$ cat src/rtl/blink_sequencer_if.sv
// ============================================================================
// Module   : blink_sequencer_if
// Brief    : Command handshake and LED status bundle for blink_sequencer.
// Revision : 1.0
// ============================================================================
`default_nettype none

interface blink_sequencer_if;
  logic       cmd_valid;
  logic       cmd_ready;
  logic [1:0] cmd_op;
  logic [7:0] cmd_arg;
  logic [7:0] leds;
  logic [1:0] state;
  logic       busy;
  logic       step_pulse;
  logic       done;

  modport master (
    output cmd_valid, cmd_op, cmd_arg,
    input  cmd_ready, leds, state, busy, step_pulse, done
  );

  modport slave (
    input  cmd_valid, cmd_op, cmd_arg,
    output cmd_ready, leds, state, busy, step_pulse, done
  );
endinterface

`default_nettype wire

$ cat src/rtl/blink_sequencer.sv
// ============================================================================
// Module   : blink_sequencer
// Brief    : Command-driven LED pattern engine with prescaler and burst FSM.
// Revision : 1.0
// ============================================================================
`default_nettype none

module blink_sequencer #(
  parameter int CLK_DIV = 25000000,
  parameter int DIV_W   = 25
) (
  input wire logic          clk,
  input wire logic          rst,
  blink_sequencer_if.slave  bus
);

  typedef enum logic [1:0] {
    PAUSED = 2'd0,
    RUN    = 2'd1,
    BURST  = 2'd2
  } state_t;

  localparam logic [1:0]       C_OP_SET_MODE  = 2'd0;
  localparam logic [1:0]       C_OP_SET_SPEED = 2'd1;
  localparam logic [1:0]       C_OP_LOAD      = 2'd2;
  localparam logic [1:0]       C_OP_CTRL      = 2'd3;
  localparam logic [1:0]       C_MODE_UP      = 2'd0;
  localparam logic [1:0]       C_MODE_DOWN    = 2'd1;
  localparam logic [1:0]       C_MODE_SCAN    = 2'd2;
  localparam logic             C_DIR_LEFT     = 1'b0;
  localparam logic             C_DIR_RIGHT    = 1'b1;
  localparam logic [DIV_W-1:0] C_TICK_MAX     = DIV_W'(CLK_DIV - 1);

  state_t           r_state,      w_state_nxt;
  logic [1:0]       r_mode,       w_mode_nxt;
  logic [3:0]       r_speed,      w_speed_nxt;
  logic [DIV_W-1:0] r_base_cnt,   w_base_cnt_nxt;
  logic [3:0]       r_step_cnt,   w_step_cnt_nxt;
  logic [7:0]       r_leds,       w_leds_nxt;
  logic [7:0]       r_bin,        w_bin_nxt;
  logic             r_dir,        w_dir_nxt;
  logic [7:0]       r_remaining,  w_remaining_nxt;
  logic             r_cmd_ready,  w_cmd_ready_nxt;
  logic             r_step_pulse, w_step_pulse_nxt;
  logic             r_done,       w_done_nxt;

  logic       w_accept;
  logic       w_tick;
  logic       w_step;
  logic       w_onehot;
  logic [7:0] w_bin_inc;

  assign w_accept  = bus.cmd_valid && r_cmd_ready;
  assign w_tick    = (r_state != PAUSED) && (r_base_cnt == C_TICK_MAX);
  assign w_step    = w_tick && (r_step_cnt == r_speed);
  assign w_onehot  = (r_leds != 8'd0) && ((r_leds & (r_leds - 8'd1)) == 8'd0);
  assign w_bin_inc = r_bin + 8'd1;

  always_ff @(posedge clk or posedge rst) begin
    if (rst) begin
      r_state      <= PAUSED;
      r_mode       <= C_MODE_UP;
      r_speed      <= 4'd0;
      r_base_cnt   <= '0;
      r_step_cnt   <= 4'd0;
      r_leds       <= 8'h00;
      r_bin        <= 8'h00;
      r_dir        <= C_DIR_LEFT;
      r_remaining  <= 8'd0;
      r_cmd_ready  <= 1'b1;
      r_step_pulse <= 1'b0;
      r_done       <= 1'b0;
    end else begin
      r_state      <= w_state_nxt;
      r_mode       <= w_mode_nxt;
      r_speed      <= w_speed_nxt;
      r_base_cnt   <= w_base_cnt_nxt;
      r_step_cnt   <= w_step_cnt_nxt;
      r_leds       <= w_leds_nxt;
      r_bin        <= w_bin_nxt;
      r_dir        <= w_dir_nxt;
      r_remaining  <= w_remaining_nxt;
      r_cmd_ready  <= w_cmd_ready_nxt;
      r_step_pulse <= w_step_pulse_nxt;
      r_done       <= w_done_nxt;
    end
  end

  // Step effects are computed first from pre-edge registers; commands then override.
  always_comb begin
    w_state_nxt      = r_state;
    w_mode_nxt       = r_mode;
    w_speed_nxt      = r_speed;
    w_base_cnt_nxt   = r_base_cnt;
    w_step_cnt_nxt   = r_step_cnt;
    w_leds_nxt       = r_leds;
    w_bin_nxt        = r_bin;
    w_dir_nxt        = r_dir;
    w_remaining_nxt  = r_remaining;
    w_cmd_ready_nxt  = !w_accept;
    w_step_pulse_nxt = w_step;
    w_done_nxt       = 1'b0;

    if (r_state == PAUSED) begin
      w_base_cnt_nxt = '0;
      w_step_cnt_nxt = 4'd0;
    end else if (w_tick) begin
      w_base_cnt_nxt = '0;
      w_step_cnt_nxt = w_step ? 4'd0 : r_step_cnt + 4'd1;
    end else begin
      w_base_cnt_nxt = r_base_cnt + DIV_W'(1);
    end

    if (w_step) begin
      case (r_mode)
        C_MODE_UP:   w_leds_nxt = r_leds + 8'd1;
        C_MODE_DOWN: w_leds_nxt = r_leds - 8'd1;
        C_MODE_SCAN: begin
          if (!w_onehot) begin
            w_leds_nxt = 8'h01;
            w_dir_nxt  = C_DIR_LEFT;
          end else if (r_leds == 8'h80) begin
            w_leds_nxt = 8'h40;
            w_dir_nxt  = C_DIR_RIGHT;
          end else if (r_leds == 8'h01) begin
            w_leds_nxt = 8'h02;
            w_dir_nxt  = C_DIR_LEFT;
          end else begin
            w_leds_nxt = (r_dir == C_DIR_LEFT) ? (r_leds << 1) : (r_leds >> 1);
          end
        end
        default: begin
          w_bin_nxt  = w_bin_inc;
          w_leds_nxt = w_bin_inc ^ (w_bin_inc >> 1);
        end
      endcase

      if (r_state == BURST) begin
        w_remaining_nxt = r_remaining - 8'd1;
        if (r_remaining == 8'd1) begin
          w_state_nxt = PAUSED;
          w_done_nxt  = 1'b1;
        end
      end
    end

    if (w_accept) begin
      case (bus.cmd_op)
        C_OP_SET_MODE:  w_mode_nxt = bus.cmd_arg[1:0];
        C_OP_SET_SPEED: begin
          w_speed_nxt    = bus.cmd_arg[3:0];
          w_step_cnt_nxt = 4'd0;
        end
        C_OP_LOAD: begin
          w_leds_nxt = bus.cmd_arg;
          w_bin_nxt  = bus.cmd_arg;
        end
        default: begin
          w_done_nxt     = 1'b0;
          w_base_cnt_nxt = '0;
          w_step_cnt_nxt = 4'd0;
          if (bus.cmd_arg == 8'h00) begin
            w_state_nxt = PAUSED;
          end else if (bus.cmd_arg == 8'hFF) begin
            w_state_nxt = RUN;
          end else begin
            w_state_nxt     = BURST;
            w_remaining_nxt = bus.cmd_arg;
          end
        end
      endcase
    end
  end

  assign bus.cmd_ready  = r_cmd_ready;
  assign bus.leds       = r_leds;
  assign bus.state      = r_state;
  assign bus.busy       = (r_state != PAUSED);
  assign bus.step_pulse = r_step_pulse;
  assign bus.done       = r_done;

endmodule

`default_nettype wire

$ cat src/flat_wrapper.sv
// flat-port wrapper written by rule: the top's interface ports become plain ports
module blink_sequencer_flat 
#(
  parameter int CLK_DIV = 25000000,
  parameter int DIV_W   = 25
)
  (clk, rst, bus_cmd_valid, bus_cmd_op, bus_cmd_arg, bus_cmd_ready, bus_leds, bus_state, bus_busy, bus_step_pulse, bus_done);
  blink_sequencer_if bus_i ();
  input wire logic clk;
  input wire logic rst;
  input wire logic [$bits(bus_i.cmd_valid)-1:0] bus_cmd_valid;
  input wire logic [$bits(bus_i.cmd_op)-1:0] bus_cmd_op;
  input wire logic [$bits(bus_i.cmd_arg)-1:0] bus_cmd_arg;
  output wire logic [$bits(bus_i.cmd_ready)-1:0] bus_cmd_ready;
  output wire logic [$bits(bus_i.leds)-1:0] bus_leds;
  output wire logic [$bits(bus_i.state)-1:0] bus_state;
  output wire logic [$bits(bus_i.busy)-1:0] bus_busy;
  output wire logic [$bits(bus_i.step_pulse)-1:0] bus_step_pulse;
  output wire logic [$bits(bus_i.done)-1:0] bus_done;
  assign bus_i.cmd_valid = bus_cmd_valid;
  assign bus_i.cmd_op = bus_cmd_op;
  assign bus_i.cmd_arg = bus_cmd_arg;
  assign bus_cmd_ready = bus_i.cmd_ready;
  assign bus_leds = bus_i.leds;
  assign bus_state = bus_i.state;
  assign bus_busy = bus_i.busy;
  assign bus_step_pulse = bus_i.step_pulse;
  assign bus_done = bus_i.done;
  blink_sequencer #(.CLK_DIV(CLK_DIV), .DIV_W(DIV_W)) u_core (.clk(clk), .rst(rst), .bus(bus_i));
endmodule
$ cat config.mk
export PLATFORM = sky130hd
export DESIGN_NAME = blink_sequencer_flat
export DESIGN_NICKNAME = d
export VERILOG_FILES = /design/src/rtl/blink_sequencer_if.sv /design/src/rtl/blink_sequencer.sv /design/src/flat_wrapper.sv
export SDC_FILE = /design/constraint.sdc
export NUM_CORES = 1
export LEC_CHECK = 0
export CORE_ASPECT_RATIO = 0.5
export CORE_UTILIZATION = 60
export CTS_CLUSTER_DIAMETER = 80
export DETAILED_ROUTE_END_ITERATION = 6
export GPL_TIMING_DRIVEN = 0
export PLACE_DENSITY = 0.91
export SLEW_MARGIN = 10
export SYNTH_ARGS = -nofsm -noshare
export SYNTH_HDL_FRONTEND = slang
export SYNTH_SLANG_ARGS = --single-unit
$ cat constraint.sdc
create_clock -name clk -period 4.2 [get_ports clk]
set_input_delay 1.05 -clock clk [delete_from_list [all_inputs] [get_ports clk]]
set_output_delay 1.05 -clock clk [all_outputs]
set_load 0.01 [all_outputs]
==> metrics.md <==
| Metric | Value |
|---|---|
| Met3 usage | `7.94%` |
| DRT Pass-1 Iters | `6` |
| CP startpoint kind | `flop` |
| Die H | `62.0 µm` |
| Cell variety after synth | `57` |
| Global-route wire length before repair | `17.2 mm` |
| Sequential-to-total area share from yosys stat | `37.7%` |
| RSZ-0062 raised after global routing | `no` |
| Global routing's busiest layer | `met2` |
| Skew-Pair Late Insertion Delay | `0.34 ns` |
| Number of synthesized flops with an enable pin | `0` |
| Final wirelength | `10.6 mm` |
| Total GRT Usage | `30.5%` |
| Post-CTS sizing | `0` |
| Syn Nets | `504` |
| P per Cell Area | `421 nW/µm²` |
| Worst-path fanout max | `10` |
| CP Data Arrival Time | `3.53 ns` |
| Tightest Pin Transition | `0.822 ns` |
| Run status | `finished, final reports clean` |
| Placed insts | `594` |
| Die area | `7560 µm²` |
| Synth Register Bits | `65` |
| Worst Path Required | `4.41 ns` |
| H-tree Lvls | `3` |
| Vias | `3836` |
| Synth area leaders | `dfrtp_1, xor2_1, nor2_1` |
| Setup_tns | `0 ns` |
| Worst vdd ir | `0.000248 V` |
| Clock Tree Buf Depth | `2` |
| Share of cells above drive strength 1 | `10.8%` |
| Initial Util | `63.4%` |
| Achievable Freq | `301 MHz` |
| Area of the core | `6810 µm²` |
| Mean post-synth cell area | `9.07 µm²` |
| Gpl congestion | `0.994` |
| DPL Wire Length | `7.21 mm` |
| Nets | `541` |
| Primary FF master, synth | `dfrtp_1` |
| Routed Antenna Nets | `0` |
| Initial antenna violation count | `0` |
| Met1 Resource Use GR | `37.0%` |
| Mean routed wirelength per cell | `17.4 µm` |
| CTS tree | `yes` |
| Die width | `122 µm` |
| Num rows | `21` |
| Max-cap viol count | `0` |
| GRT overflow | `0` |
| Cells after Synth | `476` |
| Hold_buf cts | `0` |
| Reg clk slew, reported paths | `0.05 ns` |
| Vias in the first global route | `3624` |
| CP Class | `reg -> reg` |
| Asr flop ratio synth | `100%` |
| Worst min-delay path class | `reg -> reg` |
| Post-CTS setup repair buffer count | `0` |
| Area share of the largest cell type after synthesis | `37.1%` |
| Num ports | `27` |
| Setup violators final | `0` |
| Area of the mapped netlist | `4320 µm²` |
| Leak pwr | `2.04 nW` |
| Clock period minus worst slack | `3.32 ns` |
| Post-synth top area cell | `dfrtp_1` |
| Crit. End Element | `flop` |
| Top-count cell post-synth | `dfrtp_1` |
| GR Layer Usage met2 | `52.9%` |
| Rel. slew slack | `44.7%` |
| Cts bufs inserted | `9` |
| Hold Fails Final Rpt | `0` |
| CTS Root Cell | `clkbuf_16` |
| DR iter-0 viols | `464` |
| Layout Skew | `0.00666 ns` |
| Layout area overhead | `15.1%` |
| Top cells by count, synth | `dfrtp_1, nor2_1, nand2_1` |
| Vias per inst | `6.29` |
| Slew Limit Fails | `0` |
| Antenna Cells | `0` |
| Non-filler cells, final | `610` |
| Largest net degree at the start of global routing | `66` |
| Detailed-route DRC error count | `0` |
| Final clock period utilization by the worst path | `79.1%` |
| CTS Sinks | `65` |
| Yosys Warn Count | `0` |
| Port Buf Inserts | `26` |
## worst max-delay path: stages (launching register included)
cell,delay (ns)
dfrtp_1,0.42
clkbuf_8,0.19
or3_1,0.37
or3_2,0.43
or3_1,0.33
ha_1,0.19
nor4_1,0.28
and2_2,0.26
nand2_1,0.15
a21oi_1,0.18
a2111oi_0,0.08
nor3_1,0.32
## through the flow
step                hold slack (ns)  util [%]  area [µm²]  worst slack [ns]  total power [W]
global route                  0.524      73.0        4970             0.715          0.00220
CTS                           0.507      73.0        4970             0.949          0.00209
detailed placement            0.499      69.0        4690             0.965          0.00141
finish                        0.503      73.0        4970             0.879          0.00209
floorplan                     0.468         -        4320              1.20          0.00123
global placement              0.488      68.9        4690             0.434          0.00138
## state kept, by name, indices dropped and copies added, names as in the netlist
signal                 count
u_core.r_base_cnt         25
u_core.r_remaining         8
u_core.bus.cmd_ready       1
u_core.r_speed             4
u_core.bus.step_pulse      1
u_core.r_dir               1
u_core.bus.state           2
u_core.bus.leds            8
u_core.r_mode              2
u_core.r_bin               8
u_core.r_step_cnt          4
u_core.bus.done            1
## cells in the final DEF (no fill, tap or decap), types with 18 or more instances in the layout
cell type / instances
clkdlybuf4s50_1: 26
nand3_1: 29
o21ai_0: 21
dfrtp_1: 64
nor2_1: 52
xor2_1: 34
a21oi_1: 27
xnor2_1: 21
nand2_1: 42
nor3_1: 18
## layout make-up
class	count	area, µm²
plain buffers	26	231
clock buffers	9	225
clock inverters	7	47.5
fillers	489	1840
inverters	14	55.1
multi-input cells	371	2400
flip-flops and latches	65	1630
well taps	92	115
repair buffers	26	260
## logic make-up after synthesis
kind of cell             share of synthesized area [%]
AND/OR/NAND/NOR                                   25.3
AO/OA/AOI/OAI                                     11.0
flip-flops                                        37.7
XOR/XNOR                                          11.2
buffers and inverters                             6.58
multiplexers                                      3.94
adder cells (fa/ha/maj)                           4.35
## layer usage
layer / wire, µm / part of all wire, % / up-vias
met2: 5220 / 49 / 211
li1: - / - / 1764
met3: 848 / 8.0 / 28
met5: 0 / 0 / -
met1: 4330 / 41 / 1833
met4: 196 / 1.9 / 0
## power breakdown
group          internal [W]  switching, W  total [W]
clock network      0.000397      0.000282   0.000679
logic              0.000294      0.000349   0.000643
registers          0.000696     0.0000756   0.000772
total               0.00139      0.000706    0.00209
## worst paths after layout
| kind | from | to | slack, ns | cells past startpoint |
|---|---|---|---|---|
| setup / recovery | u_core.bus.leds[2] | u_core.bus.leds[6] | 0.88 | 11 |
| hold / removal | u_core.r_base_cnt[0] | u_core.r_base_cnt[0] | 0.50 | 1 |
| setup reg to reg | u_core.bus.leds[2] | u_core.bus.leds[6] | 0.88 | 11 |
| hold reg to reg | u_core.r_base_cnt[0] | u_core.r_base_cnt[0] | 0.50 | 1 |
| max in group asynchronous | rst | u_core.r_bin[4] | 2.44 | 2 |
| min in group asynchronous | rst | u_core.r_remaining[1] | 1.23 | 2 |
(Power assumes the default switching activity.)
